**src/rtl/mmio_req_decoder.sv**
```systemverilog
// MMIO request decoder: turns host MMIO writes into indexed user write strobes,
// answers the DFH/AFU_ID CSRs locally, and forwards user-window reads over a
// req/ack handshake with a bounded wait before issuing one read response.
module mmio_req_decoder #(
  parameter logic [15:0]  USER_BASE = 16'h0020,
  parameter int unsigned  USER_REGS = 8,
  parameter int unsigned  TIMEOUT   = 64,
  parameter logic [127:0] AFU_ID    = 128'h0,
  parameter int unsigned  IDX_W     = (USER_REGS > 1) ? $clog2(USER_REGS) : 1
) (
  input  logic             clk,
  input  logic             rst,
  input  logic             mmio_wr_valid,
  input  logic             mmio_rd_valid,
  input  logic [15:0]      mmio_addr,
  input  logic [8:0]       mmio_tid,
  input  logic [63:0]      mmio_wdata,
  output logic             usr_wr_en,
  output logic [IDX_W-1:0] usr_wr_idx,
  output logic [63:0]      usr_wr_data,
  output logic             usr_rd_req,
  output logic [IDX_W-1:0] usr_rd_idx,
  input  logic             usr_rd_ack,
  input  logic [63:0]      usr_rd_data,
  output logic             rsp_valid,
  output logic [8:0]       rsp_tid,
  output logic [63:0]      rsp_data,
  output logic [15:0]      rd_drop_cnt,
  output logic [15:0]      timeout_cnt
);

  localparam int unsigned  CNT_W    = (TIMEOUT > 1) ? $clog2(TIMEOUT + 1) : 1;
  localparam logic [CNT_W-1:0] CNT_LAST = CNT_W'(TIMEOUT - 1);
  localparam logic [16:0]  USER_LO  = 17'(USER_BASE);
  localparam logic [16:0]  USER_HI  = 17'(USER_BASE) + 17'(2 * (USER_REGS - 1));
  localparam logic [63:0]  DFH_VAL  = 64'h1000_0100_0000_0000;
  localparam logic [63:0]  TOUT_VAL = 64'hFFFF_FFFF_FFFF_FFFF;
  localparam logic [15:0]  SAT_MAX  = 16'hFFFF;

  typedef enum logic [1:0] {
    S_IDLE = 2'd0,
    S_WAIT = 2'd1,
    S_RESP = 2'd2
  } state_t;

  state_t           state_q, state_d;
  logic             wr_en_q, wr_en_d;
  logic [IDX_W-1:0] wr_idx_q, wr_idx_d;
  logic [63:0]      wr_data_q, wr_data_d;
  logic             rd_req_q, rd_req_d;
  logic [IDX_W-1:0] rd_idx_q, rd_idx_d;
  logic [8:0]       pend_tid_q, pend_tid_d;
  logic [CNT_W-1:0] wait_cnt_q, wait_cnt_d;
  logic             rsp_valid_q, rsp_valid_d;
  logic [8:0]       rsp_tid_q, rsp_tid_d;
  logic [63:0]      rsp_data_q, rsp_data_d;
  logic [15:0]      drop_cnt_q, drop_cnt_d;
  logic [15:0]      tout_cnt_q, tout_cnt_d;

  logic [16:0]      addr_ext_c;
  logic [16:0]      addr_off_c;
  logic             in_win_c;
  logic [IDX_W-1:0] win_idx_c;
  logic [63:0]      csr_data_c;

  // User-window decode and local CSR read mux for the current request address
  always_comb begin
    addr_ext_c = {1'b0, mmio_addr};
    addr_off_c = addr_ext_c - USER_LO;
    in_win_c   = (addr_ext_c >= USER_LO) && (addr_ext_c <= USER_HI) && !addr_off_c[0];
    win_idx_c  = IDX_W'(addr_off_c[16:1]);
    case (mmio_addr)
      16'h0000: csr_data_c = DFH_VAL;
      16'h0002: csr_data_c = AFU_ID[63:0];
      16'h0004: csr_data_c = AFU_ID[127:64];
      default:  csr_data_c = 64'h0;
    endcase
  end

  // Next-state: write strobe path, read FSM, response capture and counters
  always_comb begin
    state_d     = state_q;
    wr_en_d     = 1'b0;
    wr_idx_d    = wr_idx_q;
    wr_data_d   = wr_data_q;
    rd_req_d    = rd_req_q;
    rd_idx_d    = rd_idx_q;
    pend_tid_d  = pend_tid_q;
    wait_cnt_d  = wait_cnt_q;
    rsp_valid_d = 1'b0;
    rsp_tid_d   = rsp_tid_q;
    rsp_data_d  = rsp_data_q;
    drop_cnt_d  = drop_cnt_q;
    tout_cnt_d  = tout_cnt_q;

    // Writes never interact with the read FSM
    if (mmio_wr_valid && in_win_c) begin
      wr_en_d   = 1'b1;
      wr_idx_d  = win_idx_c;
      wr_data_d = mmio_wdata;
    end

    // Only one read may be outstanding; extras are counted and discarded
    if (mmio_rd_valid && (state_q != S_IDLE) && (drop_cnt_q != SAT_MAX)) begin
      drop_cnt_d = drop_cnt_q + 16'd1;
    end

    case (state_q)
      S_IDLE: begin
        if (mmio_rd_valid) begin
          if (in_win_c) begin
            state_d    = S_WAIT;
            rd_req_d   = 1'b1;
            rd_idx_d   = win_idx_c;
            pend_tid_d = mmio_tid;
            wait_cnt_d = '0;
          end else begin
            rsp_valid_d = 1'b1;
            rsp_tid_d   = mmio_tid;
            rsp_data_d  = csr_data_c;
          end
        end
      end
      S_WAIT: begin
        if (usr_rd_ack) begin
          state_d     = S_RESP;
          rd_req_d    = 1'b0;
          rsp_valid_d = 1'b1;
          rsp_tid_d   = pend_tid_q;
          rsp_data_d  = usr_rd_data;
        end else if (wait_cnt_q == CNT_LAST) begin
          state_d     = S_RESP;
          rd_req_d    = 1'b0;
          rsp_valid_d = 1'b1;
          rsp_tid_d   = pend_tid_q;
          rsp_data_d  = TOUT_VAL;
          if (tout_cnt_q != SAT_MAX) begin
            tout_cnt_d = tout_cnt_q + 16'd1;
          end
        end else begin
          wait_cnt_d = wait_cnt_q + CNT_W'(1);
        end
      end
      S_RESP: begin
        state_d = S_IDLE;
      end
      default: begin
        state_d  = S_IDLE;
        rd_req_d = 1'b0;
      end
    endcase
  end

  // State and output registers; reset aborts any outstanding read silently
  always_ff @(posedge clk or posedge rst) begin
    if (rst) begin
      state_q     <= S_IDLE;
      wr_en_q     <= 1'b0;
      wr_idx_q    <= '0;
      wr_data_q   <= '0;
      rd_req_q    <= 1'b0;
      rd_idx_q    <= '0;
      pend_tid_q  <= '0;
      wait_cnt_q  <= '0;
      rsp_valid_q <= 1'b0;
      rsp_tid_q   <= '0;
      rsp_data_q  <= '0;
      drop_cnt_q  <= '0;
      tout_cnt_q  <= '0;
    end else begin
      state_q     <= state_d;
      wr_en_q     <= wr_en_d;
      wr_idx_q    <= wr_idx_d;
      wr_data_q   <= wr_data_d;
      rd_req_q    <= rd_req_d;
      rd_idx_q    <= rd_idx_d;
      pend_tid_q  <= pend_tid_d;
      wait_cnt_q  <= wait_cnt_d;
      rsp_valid_q <= rsp_valid_d;
      rsp_tid_q   <= rsp_tid_d;
      rsp_data_q  <= rsp_data_d;
      drop_cnt_q  <= drop_cnt_d;
      tout_cnt_q  <= tout_cnt_d;
    end
  end

  assign usr_wr_en   = wr_en_q;
  assign usr_wr_idx  = wr_idx_q;
  assign usr_wr_data = wr_data_q;
  assign usr_rd_req  = rd_req_q;
  assign usr_rd_idx  = rd_idx_q;
  assign rsp_valid   = rsp_valid_q;
  assign rsp_tid     = rsp_tid_q;
  assign rsp_data    = rsp_data_q;
  assign rd_drop_cnt = drop_cnt_q;
  assign timeout_cnt = tout_cnt_q;

endmodule

```
**config.mk**
```make
export PLATFORM = sky130hd
export DESIGN_NAME = mmio_req_decoder
export DESIGN_NICKNAME = d
export VERILOG_FILES = /design/src/rtl/mmio_req_decoder.sv
export SDC_FILE = /design/constraint.sdc
export NUM_CORES = 1
export LEC_CHECK = 0
export BUFFER_PORTS_ARGS = -buffer_cell sky130_fd_sc_hd__clkbuf_2
export CORE_MARGIN = 8
export CORE_UTILIZATION = 35
export CTS_CLUSTER_SIZE = 20
export DETAILED_ROUTE_END_ITERATION = 8
export SLEW_MARGIN = 20
export SYNTH_ARGS = -nofsm -noshare
export SYNTH_HDL_FRONTEND = slang
export SYNTH_SLANG_ARGS = --single-unit
```
**constraint.sdc**
```tcl
create_clock -name clk -period 9.8 [get_ports clk]
set_input_delay 2.45 -clock clk [delete_from_list [all_inputs] [get_ports clk]]
set_output_delay 2.45 -clock clk [all_outputs]
set_load 0.005 [all_outputs]
```
# Word level (Yosys, flattened, before mapping)
# Cells that the tools add are included.
[word_totals]
output_inout_bits = 178
inputBits = 158
elab_cells = 80
register_bits = 196
[classes]
order_cmp = 2
n_reduce_logical = 16
mux = 32
bitwise_logic = 2
n_eq_ne = 11
addsub = 4
[op_table]
columns = ["operator", "n"]
rows = [
  ["2-to-1 mux 64 bit", 4],
  ["case mux 64 bit (2 select lines)", 1],
  ["2-to-1 mux 61 bit", 1],
  ["2-to-1 mux 9 bit", 4],
  ["adder 16 x 1 -> 16 bit, second input constant", 2],
  ["!= test 16 bit, second input constant", 2],
  ["2-to-1 mux 7 bit", 4],
  ["case mux 9 bit (2 select lines)", 1],
  [">= comparator 16 x 6 -> 1 bit, second input constant", 1],
  ["less-or-equal comparator 16 x 6 -> 1 bit, second input constant", 1],
  ["logical NOT 16 bit", 1],
  ["case mux 7 bit (2 select lines)", 1],
  ["AND reduction 4 bit", 3],
  ["!= test 2 bit, second input constant", 5],
  ["2-to-1 mux 1 bit", 9],
  ["2-to-1 mux 2 bit", 4],
  ["adder 7 x 1 -> 7 bit, second input constant", 1],
  ["== test 7 x 6 -> 1 bit, second input constant", 1],
  ["AND reduction 3 bit", 2],
  ["logical AND 1 bit", 5],
  ["AND reduction 5 bit", 1],
  ["case mux 2 bit (2 select lines)", 1],
  ["nonzero test 2 bit", 2],
  ["subtractor 4 x 1 -> 4 bit, second input constant", 1],
  ["8 further kinds", 9],
]

# Depth between registers and ports, before layout
# Gate-level depths: netlist of the first run.
[depth]
ltp_word = 6
mapped_depth = 7
mapped_depth_nobuf = 6

# Worst setup path before layout of the first run
# No wires, ideal clock.
[synth_timing]
path_type = "input to register"
startpoint = "input mmio_addr[12]"
endpoint = "register wr_data_q[22] (netlist: usr_wr_data[22])"
t_arrival_ps = 3789
cell_stages = 6
setup_time_ps = 125
n_path_buf = 2
slack_ps = 5886
path_cell_list = "nor4_4 nand4_1 nor2_1 buf_4 buf_4 mux2_2"
[synth_between]
elab_chain_len = 4
[synth_rtl]
columns = ["item", "line_no", "rtl"]
rows = [
  ["start, declared", "15", "input logic [15:0] mmio_addr,"],
  [">= comparator 16 x 6 -> 1 bit / less-or-equal comparator 16 x 6 -> 1 bit (equally long branches)", "70", "in_win_c = (addr_ext_c >= USER_LO) && (addr_ext_c <= USER_HI) && !addr_off_c[0];"],
  ["logical AND 1 bit * (2 in series)", "70", ""],
  ["logical AND 1 bit *", "97", "if (mmio_wr_valid && in_win_c) begin"],
  ["end signal, assigned", "174", "wr_data_q <= wr_data_d;"],
  ["end, declared", "49", "logic [63:0] wr_data_q, wr_data_d;"],
]
# Every way passes the cells marked *; elsewhere a longest branch is shown, timed or not.
# A chain may end at the register's enable or synchronous reset.

# Worst setup path in the final report of the first run
[layout_timing]
startpoint = "input mmio_addr[12]"
endpoint = "register rsp_data_q[40] (netlist: rsp_data[40])"
[layout_between]
elab_chain_len = 5
[layout_rtl]
columns = ["item", "line_no", "rtl"]
rows = [
  [">= comparator 16 x 6 -> 1 bit (tied with other cells)", "70", ""],
  ["logical AND 1 bit / 2-to-1 mux 61 bit (equally long branches)", "70, 72", ""],
  ["logical AND 1 bit / 2-to-1 mux 64 bit (equally long branches)", "70, 111", ""],
  ["!= test 2 bit (no line) / 2-to-1 mux 64 bit (equally long branches)", "-", ""],
  ["AND reduction 4 bit (no line) / case mux 64 bit (2 select lines) (equally long branches)", "-", ""],
  ["end signal, assigned", "181", "rsp_data_q <= rsp_data_d;"],
  ["end, declared", "56", "logic [63:0] rsp_data_q, rsp_data_d;"],
]
# Parallel ways exist; a longest one is shown, timed or not. The select of a mux whose other input is x is not followed.

==> results of run 1 <==
==> cells in the mapped netlist <==
| cell type | count | share of area |
|---|---|---|
| buf_1 | 2 | 0.00094 |
| and2_1 | 4 | 0.0031 |
| dfrtp_1 | 196 | 0.61 |
| and4_1 | 3 | 0.0033 |
| nand3_1 | 19 | 0.012 |
| a21oi_1 | 78 | 0.049 |
| a32o_1 | 1 | 0.0013 |
| or2b_2 | 1 | 0.0011 |
| a311oi_2 | 1 | 0.0019 |
| or2_1 | 2 | 0.0016 |
| o21bai_1 | 1 | 0.00094 |
| nand2_1 | 83 | 0.039 |
| a31oi_1 | 2 | 0.0016 |
| o22ai_1 | 9 | 0.0070 |
| nand2b_1 | 1 | 0.00078 |
| buf_2 | 14 | 0.0088 |
| nor3_4 | 1 | 0.0020 |
| a41o_2 | 1 | 0.0014 |
| nor3_2 | 1 | 0.0013 |
| inv_1 | 16 | 0.0075 |
| nand4_1 | 13 | 0.010 |
| nor3_1 | 2 | 0.0013 |
| o21ai_0 | 13 | 0.0081 |
| buf_4 | 3 | 0.0028 |
| and3_1 | 5 | 0.0039 |
| xor2_1 | 3 | 0.0033 |
| mux2_2 | 78 | 0.11 |
| nor4_1 | 2 | 0.0016 |
| clkbuf_1 | 17 | 0.0080 |
| nand4b_1 | 2 | 0.0022 |
| mux2_1 | 3 | 0.0042 |
| nor4_4 | 3 | 0.0080 |
| or3_1 | 2 | 0.0016 |
| a221o_1 | 1 | 0.0013 |
| nand3b_1 | 4 | 0.0038 |
| nor2_1 | 75 | 0.035 |
| o31ai_1 | 1 | 0.00094 |
| ha_1 | 3 | 0.0047 |
| xnor2_1 | 24 | 0.026 |
| a21boi_0 | 1 | 0.00094 |
| and4b_1 | 1 | 0.0013 |
| nor2b_1 | 3 | 0.0023 |
==> through the flow <==
stage,cell area [um^2],hold WS (ps),utilization
3_3_place_gp,9920,469,0.441
3_5_place_dp,9920,471,0.441
4_1_cts,10500,490,0.468
6_report,10500,491,0.468
2_1_floorplan,7990,465,-
5_1_grt,10500,510,0.468
==> where the power goes <==
part / internal (mW) / switching [mW] / total [mW] / leakage (nW)
sequential: 0.819 / 0.00991 / 0.829 / 2.70
combinational: 0.0376 / 0.0472 / 0.0849 / 2.69
clock: 0.369 / 0.350 / 0.718 / 0.295
==> logic make-up after synthesis <==
kind of cell,Yosys count,share of synthesized area
AOI/OAI and AO/OA,109,0.0742
xor gates and xnor gates,27,0.0296
adders and majority gates,3,0.00470
buffers and inverters,52,0.0280
DFF,196,0.614
muxes,81,0.114
and+or+nand+nor,227,0.135
==> state kept, by name (all words and copies together), names as in the netlist <==
| register | flops |
|---|---|
| rsp_tid | 9 |
| rsp_valid | 1 |
| state_q | 2 |
| usr_rd_idx | 3 |
| rsp_data | 64 |
| pend_tid_q | 9 |
| usr_wr_idx | 3 |
| wait_cnt_q | 7 |
| usr_wr_data | 64 |
| usr_rd_req | 1 |
| timeout_cnt | 16 |
| rd_drop_cnt | 16 |
| usr_wr_en | 1 |
==> critical path, delay by kind of cell <==
kind	cells	cell delay, ps
AO/OA/AOI/OAI	1	170
AND/OR/NAND/NOR	4	1350
buffers and inverters	2	720
==> placed cells by master (no fill, tap or decap), drive strengths merged, types with 2 or more instances in the layout <==
cell      n
buf       5
dfrtp   196
xnor2    24
or3       2
ha        3
o21ai    13
and4      3
nand3    19
and2      4
nand4    13
clkinv    6
or2       2
nor2b     3
xor2      3
inv      23
nor2     75
nand3b    4
nand2    83
mux2     81
and3      5
nor3      4
o22ai     9
a21oi    78
a31oi     2
nand4b    2
nor4      5
clkbuf  352
==> layer usage <==
layer	share of wire	global-route usage	wire length [um]	up-vias
li1	-	-	-	3025
met1	0.42	0.202	10000	3036
met2	0.47	0.273	11100	254
met3	0.098	0.0747	2320	14
met4	0.010	0.0466	238	2
met5	0.00076	0	18	-
==> area by class of cell <==
type                       count  area [um^2]  area share
sequential                   196         4900       0.466
inverter                      16         67.6     0.00641
clock inverter                14          184      0.0175
timing repair buffer         340         1710       0.163
clock buffer                  17          425      0.0404
multi-input combinational    447         2880       0.273
tap                          285          357      0.0339
antenna                        1         2.50    0.000238
==> final timing paths <==
kind,slack [ps],depth (start not counted),endpoint,start
max,5330,7,rsp_data[40],mmio_addr[12]
min,490,2,usr_rd_req,usr_rd_req
max reg2reg,7330,7,rsp_data[40],wait_cnt_q[0]
min reg2reg,490,2,usr_rd_req,usr_rd_req
max in group asynchronous,6140,3,usr_wr_data[37],rst
min in group asynchronous,2210,2,usr_wr_data[41],rst
==> flow_metrics.py, run 1 <==
metrics = {
    "timing": {
        "relSlewSlack": 0.401,
        "fin_skew_ps": 18.1,
        "tns_ps": 0,
        "final_max_slew_viol_count": 0,
        "worst_slack_ps": 5330,
        "rsz0062_at_grt": "no",
        "setup_viol_count_final": 0,
        "hold_viol": 0,
        "max_freq_ghz": 0.224,
        "tightest_slew_ps": 898,
        "finalCriticalPeriod_ps": 4470,
        "finalCritPeriodShare": 0.456,
    },
    "layout": {
        "fin_cells": 1316,
        "areaGrowthSynthToFinish_pct": 31.8,
        "drive_above_1_share": 0.449,
        "fillCellCount": 2173,
        "nets": 1179,
    },
    "run_status": {
        "run_status": "completed",
    },
    "place": {
        "place.detailed.hpwl_um": 17500,
        "dp_slack_ps": 4900,
        "gp_congestion": 0.790,
        "dp.cells": 1284,
        "port-buffer-count": 335,
    },
    "global_route": {
        "grt_max_degree": 129,
        "antenna_found_initial": 2,
        "grt.overflow.total": 0,
        "grt_use_total": 0.169,
        "grt_pass1_wl_um": 37700,
        "grt_pass1_vias": 6632,
    },
    "job": {
        "maxCapViolations": 0,
    },
    "pwr": {
        "ir_drop_mv": 0.102,
        "power.total_mw": 1.63,
        "power_per_cell_area_nw_per_um2": 155,
        "p_leak_nw": 5.68,
    },
    "worst_setup_path": {
        "path_cells": "clkbuf_2 -> nor4_4 -> nand4_1 -> nand3_2 -> buf_4 -> and2_1 -> o21ai_0",
        "slowest_stage": "buf_4",
        "cp.arrival_ps": 4760,
        "cp-start-kind": "input pin",
        "criticalPathCategory": "input pin to flop",
        "cp-end-kind": "flop",
        "required_ps": 10090,
        "worst-path-max-fanout": 74,
        "max_stage_delay_ps": 600,
    },
    "synth": {
        "synth_cell_types": 42,
        "ys_warn_count": 0,
        "syn_nets": 856,
        "ys_seq_area_frac": 0.614,
        "synthCells": 695,
        "avgSynthCellArea_um2": 11.5,
        "synthesis.area_um2": 7990,
        "ys_ff_latch": 196,
    },
    "route": {
        "wl_per_cell_um": 18.0,
        "drt_pre_antenna_iters": 4,
        "vias": 6331,
        "drt_iter0_markers": 354,
        "avgViaCountPerCell": 4.81,
        "wirelength_um": 23700,
        "drc": 0,
        "antenna_left": 0,
    },
    "die": {
        "die_area_um2": 27900,
        "core_um2": 22500,
        "die_y_um": 167,
        "num_rows": 55,
        "start_util": 0.355,
        "io_pins": 336,
        "die_x_um": 167,
    },
    "worst_hold_path": {
        "hold_path_class": "flop to flop",
    },
    "clocking": {
        "cts_tree": "yes",
        "holdBufCountCts": 0,
        "cts_sinks": 196,
        "cts_max_level": 4,
        "path_clk_slew_ps": 80,
        "cts_setup_buffers": 0,
        "post_cts_resized": 0,
        "cts_buffer_depth": 2,
        "clk_latency_ps": 430,
        "clockRootBuffer": "clkbuf_16",
        "cts_made_buffers": 17,
    },
}
(Power assumes the default switching activity.)
==> inputs of run 2 (changes only) <==
clock period = 4.05 ns   (was 9.8 ns; I/O delays follow)
==> run 2 against run 1 <==
Net effect: critical path depth stayed put; non-clock buffer count is 2 higher; die area stayed put; global-route usage hardly changed; worst hold slack worse by 2.9 ps; flip-flop and latch count stayed put; setup slack worse by 3800 ps; combinational power is 150% higher; power is 140% higher; via count hardly changed; utilization is 0.083 points higher; register-to-register slack worse by 5600 ps.
==> flow_metrics.py, run 2 (synthesis results as in run 1) <==
metrics = {
    "worst_setup_path": {
        "cp-end-kind": "flop",
        "slowest_stage": "buf_4",
        "max_stage_delay_ps": 600,
        "cp-start-kind": "input pin",
        "crit_family": "simple AND/OR/NAND/NOR gates",
        "path_buf_inv": 2,
        "worst-path-max-fanout": 73,
        "criticalPathCategory": "input pin to flop",
        "required_ps": 4390,
        "cp.arrival_ps": 2890,
        "path_cells": "clkbuf_2 -> nor4_4 -> nand4_1 -> nand3_2 -> buf_4 -> o22ai_1 -> a21oi_1",
    },
    "timing": {
        "finalCriticalPeriod_ps": 2540,
        "rsz0062_at_grt": "no",
        "finalCritPeriodShare": 0.628,
        "max_freq_ghz": 0.393,
        "final_max_slew_viol_count": 0,
        "hold_viol": 0,
        "fin_skew_ps": 14.9,
        "tightest_slew_ps": 847,
        "relSlewSlack": 0.436,
        "tns_ps": 0,
        "setup_viol_count_final": 0,
    },
    "layout": {
        "layout_common_cells": "clkbuf_2 (335), dfrtp_1 (196), nand2_1 (81)",
        "final_common_cell": "clkbuf_2",
        "num_antenna_cells": 0,
        "fillCellCount": 2162,
        "areaGrowthSynthToFinish_pct": 32.1,
        "finalInstanceArea_um2": 10600,
        "drive_above_1_share": 0.450,
        "nets": 1181,
    },
    "pwr": {
        "ir_drop_mv": 0.256,
        "p_leak_nw": 5.69,
        "power_per_cell_area_nw_per_um2": 366,
        "power.total_mw": 3.86,
    },
    "global_route": {
        "grt_pass1_wl_um": 37500,
        "grt_max_degree": 91,
        "grt_pass1_vias": 6533,
        "grt.overflow.total": 0,
        "antenna_found_initial": 3,
        "grt_use_total": 0.169,
    },
    "route": {
        "wirelength_um": 23600,
        "wl_per_cell_um": 17.9,
        "avgViaCountPerCell": 4.81,
        "antenna_left": 0,
        "drt_pre_antenna_iters": 4,
        "vias": 6329,
        "drt_iter0_markers": 351,
        "drc": 0,
    },
    "die": {
        "num_rows": 55,
        "core_um2": 22500,
        "die_area_um2": 27900,
        "die_y_um": 167,
        "die_x_um": 167,
        "io_pins": 336,
        "start_util": 0.355,
    },
    "clocking": {
        "cts_buffer_depth": 2,
        "cts_setup_buffers": 0,
        "cts_tree": "yes",
        "clk_latency_ps": 430,
        "holdBufCountCts": 0,
        "cts_made_buffers": 17,
        "clockRootBuffer": "clkbuf_16",
        "path_clk_slew_ps": 70,
        "cts_sinks": 196,
        "post_cts_resized": 0,
        "cts_max_level": 4,
    },
    "place": {
        "placed_area_um2": 9970,
        "place.detailed.hpwl_um": 17700,
        "gp_congestion": 0.869,
        "port-buffer-count": 335,
    },
    "job": {
        "maxCapViolations": 0,
    },
    "run_status": {
        "run_status": "completed",
    },
    "worst_hold_path": {
        "hold_path_class": "flop to flop",
    },
}
## run 2: worst paths after layout
| path | slack (ps) | start | to | depth (start not counted) |
|---|---|---|---|---|
| max reg2reg | 1720 | timeout_cnt[3] | timeout_cnt[1] | 5 |
| max in group asynchronous | 2880 | rst | rsp_data[8] | 3 |
| min in group asynchronous | 720 | rst | usr_wr_data[38] | 3 |
| min reg2reg | 490 | usr_rd_req | usr_rd_req | 2 |
| max | 1510 | mmio_addr[12] | rsp_tid[8] | 7 |
| min | 490 | usr_rd_req | usr_rd_req | 2 |
## run 2: cell type report
type                    instances  area (um^2)  share of cell area
clock inverters                13          138              0.0130
well taps                     285          357              0.0338
clock buffers                  18          439              0.0416
repair buffers                342         1770               0.167
flip-flops and latches        196         4900               0.465
inverters                      16         63.8             0.00605
multi-input cells             447         2880               0.273
## run 2: per-layer routing
layer	up-vias	wire (um)	track usage	share of wire
met5	-	34	0	0.0014
met1	3012	9810	0.202	0.42
li1	3027	-	-	-
met2	258	10900	0.268	0.46
met3	26	2360	0.0804	0.10
met4	6	408	0.0470	0.017
## run 2: power breakdown
group | internal [mW] | total, mW | switching (mW)
clock network | 0.836 | 1.64 | 0.806
logic | 0.0947 | 0.211 | 0.116
registers | 1.98 | 2.01 | 0.0250
## run 2: worst min-delay path: stages, from the launching register on
cell	delay, ps
dfrtp_1	340
nand2_1	60
nand2_1	60
## run 2: through the flow
stage	setup WS (ps)	std cells	hold slack, ps	util
floorplan	505	695	465	-
global placement	1060	1286	464	0.443
detailed placement	1010	1286	470	0.443
CTS	1460	1317	490	0.469
global route	1280	1317	523	0.469
finish	1510	1317	488	0.469
